### src/rtl/clk_rst_monitor.sv
`timescale 1ns/1ps
`default_nettype none
// ============================================================================
// Module      : clk_rst_monitor
// Description : Watches a derived clock (clk_mon) and its active-low reset
//               (rst_n_mon) from the clk_in domain. It measures the clk_mon
//               period, declares lock after a run of in-tolerance periods,
//               and latches a sticky fault on a stuck clock, a frequency
//               error or a reset that never deasserts.
// Ports       : clk_in       - monitor clock
//               rst_in       - asynchronous active-high reset
//               clk_mon      - monitored clock (asynchronous)
//               rst_n_mon    - monitored active-low reset (asynchronous)
//               clear_fault  - single-cycle request to clear a latched fault
//               locked       - monitored clock is in tolerance
//               fault        - sticky fault flag
//               fault_code   - 01 reset timeout, 10 stuck clock, 11 freq error
//               period_meas  - last measured clk_mon period (clk_in cycles)
//               rst_latency  - cycles from RESET_WAIT entry to rst_n_mon high
// Revision    : 1.0 - initial release
// ============================================================================
module clk_rst_monitor #(
   parameter int EXP_PERIOD  = 2,
   parameter int TOL         = 0,
   parameter int LOCK_COUNT  = 4,
   parameter int TIMEOUT     = 16,
   parameter int RST_TIMEOUT = 32
) (
   input  logic        clk_in,
   input  logic        rst_in,
   input  logic        clk_mon,
   input  logic        rst_n_mon,
   input  logic        clear_fault,
   output logic        locked,
   output logic        fault,
   output logic [1:0]  fault_code,
   output logic [15:0] period_meas,
   output logic [15:0] rst_latency
);

   typedef enum logic [1:0] {
      RESET_WAIT = 2'd0,
      MEASURE    = 2'd1,
      LOCKED     = 2'd2,
      FAULT      = 2'd3
   } state_t;

   localparam logic [1:0]  c_code_none  = 2'b00;
   localparam logic [1:0]  c_code_rst   = 2'b01;
   localparam logic [1:0]  c_code_stuck = 2'b10;
   localparam logic [1:0]  c_code_freq  = 2'b11;
   localparam logic [15:0] c_cnt_max    = 16'hFFFF;

   // Acceptance window for a measured period; the lower bound is clamped at
   // zero so a tolerance wider than the nominal period cannot wrap.
   localparam logic [31:0] c_per_lo = (EXP_PERIOD > TOL) ? EXP_PERIOD - TOL : 0;
   localparam logic [31:0] c_per_hi = EXP_PERIOD + TOL;

   // Thresholds compared against the pre-increment counter value, so an
   // event fires on the cycle the count would reach its limit.
   localparam logic [15:0] c_lock_last = 16'(LOCK_COUNT - 1);
   localparam logic [15:0] c_idle_last = 16'(TIMEOUT - 1);
   localparam logic [15:0] c_lat_last  = 16'(RST_TIMEOUT - 1);

   state_t      state_q, state_d;

   logic        clk_meta_q, clk_meta_d;
   logic        clk_sync_q, clk_sync_d;
   logic        clk_prev_q, clk_prev_d;
   logic        rstn_meta_q, rstn_meta_d;
   logic        rstn_sync_q, rstn_sync_d;

   logic [15:0] period_cnt_q, period_cnt_d;
   logic [15:0] lat_cnt_q, lat_cnt_d;
   logic [15:0] idle_cnt_q, idle_cnt_d;
   logic [15:0] good_cnt_q, good_cnt_d;
   logic        first_seen_q, first_seen_d;

   logic        locked_q, locked_d;
   logic        fault_q, fault_d;
   logic [1:0]  fault_code_q, fault_code_d;
   logic [15:0] period_meas_q, period_meas_d;
   logic [15:0] rst_latency_q, rst_latency_d;

   logic        mon_edge;
   logic        period_in_tol;
   logic        idle_expired;

   assign mon_edge      = clk_sync_q & ~clk_prev_q;
   assign period_in_tol = ({16'd0, period_cnt_q} >= c_per_lo) &&
                          ({16'd0, period_cnt_q} <= c_per_hi);
   // A stuck clock is only declared on a cycle without an edge, so a
   // timeout and a frequency check can never land on the same cycle.
   assign idle_expired  = !mon_edge && (idle_cnt_q >= c_idle_last);

   assign locked      = locked_q;
   assign fault       = fault_q;
   assign fault_code  = fault_code_q;
   assign period_meas = period_meas_q;
   assign rst_latency = rst_latency_q;

   // -------------------------------------------------------------------------
   // State register
   // -------------------------------------------------------------------------
   always_ff @(posedge clk_in or posedge rst_in) begin
      if (rst_in) begin
         state_q <= RESET_WAIT;
      end else begin
         state_q <= state_d;
      end
   end

   // -------------------------------------------------------------------------
   // Synchronizers, counters and registered outputs
   // -------------------------------------------------------------------------
   always_ff @(posedge clk_in or posedge rst_in) begin
      if (rst_in) begin
         clk_meta_q    <= 1'b0;
         clk_sync_q    <= 1'b0;
         clk_prev_q    <= 1'b0;
         rstn_meta_q   <= 1'b0;
         rstn_sync_q   <= 1'b0;
         period_cnt_q  <= 16'd0;
         lat_cnt_q     <= 16'd0;
         idle_cnt_q    <= 16'd0;
         good_cnt_q    <= 16'd0;
         first_seen_q  <= 1'b0;
         locked_q      <= 1'b0;
         fault_q       <= 1'b0;
         fault_code_q  <= c_code_none;
         period_meas_q <= 16'd0;
         rst_latency_q <= 16'd0;
      end else begin
         clk_meta_q    <= clk_meta_d;
         clk_sync_q    <= clk_sync_d;
         clk_prev_q    <= clk_prev_d;
         rstn_meta_q   <= rstn_meta_d;
         rstn_sync_q   <= rstn_sync_d;
         period_cnt_q  <= period_cnt_d;
         lat_cnt_q     <= lat_cnt_d;
         idle_cnt_q    <= idle_cnt_d;
         good_cnt_q    <= good_cnt_d;
         first_seen_q  <= first_seen_d;
         locked_q      <= locked_d;
         fault_q       <= fault_d;
         fault_code_q  <= fault_code_d;
         period_meas_q <= period_meas_d;
         rst_latency_q <= rst_latency_d;
      end
   end

   // -------------------------------------------------------------------------
   // Next-state and datapath logic
   // -------------------------------------------------------------------------
   always_comb begin
      clk_meta_d    = clk_mon;
      clk_sync_d    = clk_meta_q;
      clk_prev_d    = clk_sync_q;
      rstn_meta_d   = rst_n_mon;
      rstn_sync_d   = rstn_meta_q;

      state_d       = state_q;
      lat_cnt_d     = lat_cnt_q;
      idle_cnt_d    = idle_cnt_q;
      good_cnt_d    = good_cnt_q;
      first_seen_d  = first_seen_q;
      locked_d      = locked_q;
      fault_d       = fault_q;
      fault_code_d  = fault_code_q;
      period_meas_d = period_meas_q;
      rst_latency_d = rst_latency_q;

      // Free-running period counter; edges are not acted on while waiting
      // for the monitored reset, so period_meas holds there.
      period_cnt_d = (period_cnt_q == c_cnt_max) ? c_cnt_max : period_cnt_q + 16'd1;
      if (mon_edge && (state_q != RESET_WAIT)) begin
         period_meas_d = period_cnt_q;
         period_cnt_d  = 16'd1;
      end

      case (state_q)
         RESET_WAIT: begin
            if (rstn_sync_q) begin
               rst_latency_d = lat_cnt_q;
               good_cnt_d    = 16'd0;
               first_seen_d  = 1'b0;
               idle_cnt_d    = 16'd0;
               state_d       = MEASURE;
            end else if (lat_cnt_q >= c_lat_last) begin
               fault_d       = 1'b1;
               fault_code_d  = c_code_rst;
               state_d       = FAULT;
            end else begin
               lat_cnt_d     = lat_cnt_q + 16'd1;
            end
         end

         MEASURE: begin
            if (!rstn_sync_q) begin
               lat_cnt_d     = 16'd0;
               good_cnt_d    = 16'd0;
               locked_d      = 1'b0;
               state_d       = RESET_WAIT;
            end else if (idle_expired) begin
               fault_d       = 1'b1;
               fault_code_d  = c_code_stuck;
               locked_d      = 1'b0;
               state_d       = FAULT;
            end else if (mon_edge) begin
               idle_cnt_d    = 16'd0;
               if (!first_seen_q) begin
                  // Counter was free-running before this edge: no valid period.
                  first_seen_d = 1'b1;
               end else if (period_in_tol) begin
                  good_cnt_d = good_cnt_q + 16'd1;
                  if (good_cnt_q >= c_lock_last) begin
                     locked_d = 1'b1;
                     state_d  = LOCKED;
                  end
               end else begin
                  good_cnt_d = 16'd0;
               end
            end else begin
               idle_cnt_d    = idle_cnt_q + 16'd1;
            end
         end

         LOCKED: begin
            if (!rstn_sync_q) begin
               lat_cnt_d     = 16'd0;
               good_cnt_d    = 16'd0;
               locked_d      = 1'b0;
               state_d       = RESET_WAIT;
            end else if (idle_expired) begin
               fault_d       = 1'b1;
               fault_code_d  = c_code_stuck;
               locked_d      = 1'b0;
               state_d       = FAULT;
            end else if (mon_edge) begin
               idle_cnt_d    = 16'd0;
               if (!period_in_tol) begin
                  fault_d      = 1'b1;
                  fault_code_d = c_code_freq;
                  locked_d     = 1'b0;
                  state_d      = FAULT;
               end
            end else begin
               idle_cnt_d    = idle_cnt_q + 16'd1;
            end
         end

         FAULT: begin
            // Fault conditions are ignored here; only a clear leaves.
            if (clear_fault) begin
               fault_d       = 1'b0;
               fault_code_d  = c_code_none;
               lat_cnt_d     = 16'd0;
               good_cnt_d    = 16'd0;
               state_d       = RESET_WAIT;
            end
         end

         default: begin
            state_d = RESET_WAIT;
         end
      endcase
   end

endmodule
`default_nettype wire

### config.mk
export PLATFORM = sky130hd
export DESIGN_NAME = clk_rst_monitor
export DESIGN_NICKNAME = d
export VERILOG_FILES = /design/src/rtl/clk_rst_monitor.sv
export SDC_FILE = /design/constraint.sdc
export NUM_CORES = 1
export LEC_CHECK = 0
export BUFFER_PORTS_ARGS = -buffer_cell sky130_fd_sc_hd__buf_2
export CELL_PAD_IN_SITES_DETAIL_PLACEMENT = 0
export CELL_PAD_IN_SITES_GLOBAL_PLACEMENT = 2
export CORE_MARGIN = 2
export CORE_UTILIZATION = 42
export CTS_BUF_LIST = sky130_fd_sc_hd__clkbuf_4
export CTS_CLUSTER_SIZE = 12
export DETAILED_ROUTE_END_ITERATION = 10
export PLACE_DENSITY_LB_ADDON = 0.1
export SLEW_MARGIN = 20
export SYNTH_ARGS = -nofsm -noshare
export SYNTH_HDL_FRONTEND = slang
export SYNTH_SLANG_ARGS = --single-unit
### constraint.sdc
create_clock -name clk_in -period 4.9 [get_ports clk_in]
set_clock_uncertainty 0.1 [all_clocks]
set_input_delay 0.98 -clock clk_in [delete_from_list [all_inputs] [get_ports clk_in]]
set_output_delay 0.98 -clock clk_in [all_outputs]
set_load 0.1 [all_outputs]
Word level (Yosys, flattened, before mapping)
Cells that the tools add are included.
Storage, ports and cells
  register bits after elaboration: 108
  latch bits: 0
  memory bits (writable): 0
  ROM bits: 0
  output and inout port bits: 36
  logic and storage cells: 140
  memories: 0
Cells by class
  add/subtract/negate cells: 4
  multiply operators: 0
  div/mod/pow operators: 0
  order comparisons: 5
  equality and inequality tests: 30
  shifts and indexed selects: 0
  multiplexer cells: 65
  bitwise logic cells: 2
  reduce and logical (&&, ||, !) cells: 18
Operator list (number)
  $mux 16: 15
  $add 16x1->16 const B: 4
  $pmux 16 s4: 1
  $pmux 16 s3: 1
  $mux 2: 19
  $ge 16x2->1 const B: 2
  $pmux 16 s2: 1
  $ne 2x2->1 const B: 13
  $ne 4x4->1 const B: 6
  $mux 1: 23
  $ne 3x3->1 const B: 6
  $eq 16x16->1 const B: 1
  $ge 16x4->1 const B: 1
  $ge 16x5->1 const B: 1
  $le 16x2->1 const B: 1
  $pmux 2 s4: 2
  $reduce_and 8->1: 2
  $reduce_and 4->1: 2
  $reduce_bool 2->1: 4
  $reduce_and 7->1: 1
  $reduce_and 6->1: 1
  $reduce_and 5->1: 1
  $eq 2x2->1 const B: 2
  $pmux 1 s2: 2
  other kinds (10): 12

Depth between registers and ports, before layout
  depth after elaboration: 8
  depth in mapped cells: 8
  gate-level depth less buffers: 7

Least setup slack after synthesis
Ideal clock, no wire load.
  path type: in2reg
  from: input clear_fault
  to: register lat_cnt_q[13]
  data arrival time: 1897 ps
  path slack: 2771 ps
  stages: 5
  path through: nand2b_1 nand2_1 nor2_1 clkbuf_1 nor2_1
On the way
  word-level cells in the longest chain between the ends: 2
RTL lines
  start: declaration: RTL line 33  | input logic clear_fault,
  $ne 2x2->1 (no line)
  $reduce_and 4->1 (no line)
  end signal: assignment: RTL line 140  | lat_cnt_q <= lat_cnt_d;
  end: declaration: RTL line 74  | logic [15:0] lat_cnt_q, lat_cnt_d;
Every way passes these cells.
A chain may end at the register's enable or synchronous reset.

Final worst setup path
  from: register state_q[0]
  to: register lat_cnt_q[4]
On the way
  word-level cells in the longest chain between the ends: 4
  elaborated cells between the ends (all ways): 11
  classes of those cells: eq/ne: 7; mux: 1; reduce/logical: 3
RTL lines
  start: declaration: RTL line 65  | state_t state_q, state_d;
  start signal: assignment: RTL line 109  | state_q <= state_d;
  $eq 2x2->1 / $eq 2x1->1 (equally long branches): RTL line 181  | case (state_q)
  $reduce_or 2->1 (no line)
  $ne 2x2->1 (no line)
  $reduce_and 4->1 (no line)
Several ways; a longest one is shown, not always the timed one.

==> impl_metrics.toml <==
[status]
status = "finished clean"

[clocking]
cts_root_buffer = "clkbuf_4"
insertion_delay_ps = 490
holdBufCountCts = 0
cts_buffers = 9
cts_resized = 0
cts_setup_buffers = 0
clk_pin_slew_worst_paths_ps = 190
cts_tree = "built"
cts_max_level = 3
clock_path_buffers = 2
clock-sinks = 108

[power_and_ir_drop]
leakage_nw = 2.54
ir_drop_mv = 0.393
power.density_nw_per_um2 = 459

[timing]
worst_slew_pin_slew_ps = 869
drv_slew = 0
hold_viol_final = 0
setup_viol = 0
fin_ws_ps = 2310
relSlewSlack_pct = 41.8
rsz0062_at_grt = "false"
fmax_mhz = 387
finalCritPeriodShare_pct = 52.8
period_minus_slack_ps = 2590
tns_ps = 0

[critical_path]
crit_top_cell = "nor2_1"
arrival_ps = 2850
path_max_fanout = 14
crit_chain = "inv_1, ha_1, o21ai_1, nand2_1, nor2_1, nor2_1"
path_class = "flip-flop to flip-flop"
crit_family = "simple AND/OR/NAND/NOR gates"
slowest_stage = "nor2_1"
start_kind = "flip-flop"
cp_num_buf_inv = 1
cp_slowest_stage_delay_ps = 710
end_kind = "flip-flop"
critPathRequiredTime_ps = 5160

[drt]
totalWireLength_mm = 10.2
ant_nets = 0
routedWlPerCell_um = 16.0
drc = 0
vias = 3485
via_per_inst = 5.46
drtIter0Drc = 230
first_pass_iters = 4

[grt]
grt_usage_pct = 17.3
grt-ovfl-total = 0
grt_pass1_vias = 3455
grt_max_degree = 84
antenna_found_initial = 0
grt_first_pass_wirelength_mm = 17.8

[placement]
portBuffers = 40
pre_cts_ws_ps = 2300
gp_congestion = 0.796
dp_hpwl_mm = 6.91
placed_area_um2 = 5430

[synthesis]
synth_edf_count = 0
synthTopCellsByArea = "dfrtp_1, mux2_2, nand2_1, ha_1, o21ai_0"
synthArstFlopShare_pct = 100
synthesis.nets = 464
synth_area_um2 = 5090
ys_ff_latch = 108
synthCells = 450
yosysWarnings = 0
synth-seq-area-share_pct = 53.0
yosysUniqueCellTypes = 63
synth_area_leader_cell = "dfrtp_1"
syn_avg_cell_area_um2 = 11.3
ys.flop_type = "dfrtp_1"
synth_top_area_share_pct = 53.0

[worst_hold_path]
worstHoldPathType = "flip-flop to flip-flop"

[flow_run]
maxCapViolCount = 0

[finish]
drive_above_1_share_pct = 22.6
final_cell_area_um2 = 5570
antennaDiodeCount = 0
synthToLayoutAreaGrowth_pct = 9.38
nets = 500
final_cell_mix = "dfrtp_1, buf_2, nand2_1, mux2_2, nor2_1"
mostFrequentLayoutCell = "dfrtp_1"
multi_input_area_um2 = 2270
fill_cells = 1148
seq_area_um2 = 2700

[die]
std_cell_rows = 40
die_height_um = 114
fp.dieArea_um2 = 13000
core_area_um2 = 11900
start_util_pct = 42.8
die_w_um = 114
pin_count = 41
final timing paths:
kind	from	slack, ps	cells after the start	end
min in group asynchronous	rst_in	500	2	rst_latency[14]$_DFFE_PP0P_
max in group asynchronous	rst_in	3350	3	idle_cnt_q[10]$_DFFE_PP0P_
max reg2reg	state_q[0]$_DFFE_PP0P_	2310	6	lat_cnt_q[4]$_DFFE_PP0P_
max	state_q[0]$_DFFE_PP0P_	2310	6	lat_cnt_q[4]$_DFFE_PP0P_
min reg2reg	rstn_meta_q$_DFF_PP0_	280	0	rstn_sync_q$_DFF_PP0_
min	rstn_meta_q$_DFF_PP0_	280	0	rstn_sync_q$_DFF_PP0_
logic make-up (layout without fill, tap and decap cells):
| logic type | after synthesis | in the layout | synth area share [%] |
|---|---|---|---|
| compound gates | 88 | 88 | 12.7 |
| flops | 108 | 108 | 53.0 |
| simple gates | 166 | 166 | 19.5 |
| mux | 36 | 36 | 7.83 |
| buf+inv | 30 | 71 | 2.43 |
| xor+xnor | 13 | 13 | 2.23 |
| fa+ha+maj | 9 | 9 | 2.21 |
cell usage after synthesis (2+ instances only):
master	count
dfrtp_1	108
nand2_1	32
mux2_2	30
nor2_1	27
o21ai_0	22
a21oi_1	18
nand3_1	15
and2_1	13
clkbuf_1	13
nor3_1	13
inv_1	12
nor2b_1	11
ha_1	9
xnor2_1	9
nand4_1	8
o31ai_1	8
nor4_1	7
o21ai_1	7
nand2b_1	6
mux2i_1	5
nor4_4	5
or3_1	5
a211oi_1	4
a22o_1	4
xor2_1	4
a311oi_1	3
and3_1	3
and4_1	3
buf_2	3
nor3b_1	3
o21a_1	3
a2111oi_2	2
a31oi_1	2
nand3b_1	2
o41ai_1	2
or2_2	2
area by class of cell:
type / count / area share, %
Sequential cell: 108 / 48.5
Tap cell: 147 / 3.30
Inverter: 12 / 0.898
Multi-Input combinational cell: 312 / 40.7
Timing Repair Buffer: 43 / 4.00
Clock inverter: 7 / 1.35
Clock buffer: 9 / 1.21
stage by stage:
stage                     util [%]  hold slack [ps]  total power [mW]  instances
after floorplan                  -              231              1.93        450
after global placement        45.6              237              2.12        622
after detailed placement      45.6              241              2.13        622
after CTS                     46.8              281              2.59        638
after global routing          46.8              288              2.73        638
final                         46.8              277              2.56        638
power breakdown:
group / switching, mW / internal, mW
Clock: 0.335 / 0.122
Sequential: 0.0903 / 0.991
Combinational: 0.737 / 0.280
routing by layer:
layer	global-route usage [%]	share of wire, %	vias up
met4	4.63	1.2	0
met5	0	0	-
li1	-	-	1711
met3	4.82	3.2	6
met1	24.2	49	1724
met2	26.5	47	44
state kept, by name, indices dropped and copies added, names as in the netlist, 2 cells and up:
name,cells
state_q,2
good_cnt_q,16
period_cnt_q,16
lat_cnt_q,16
period_meas,16
rst_latency,16
fault_code,2
idle_cnt_q,16
Note: power is estimated with default switching activity, not from simulation.
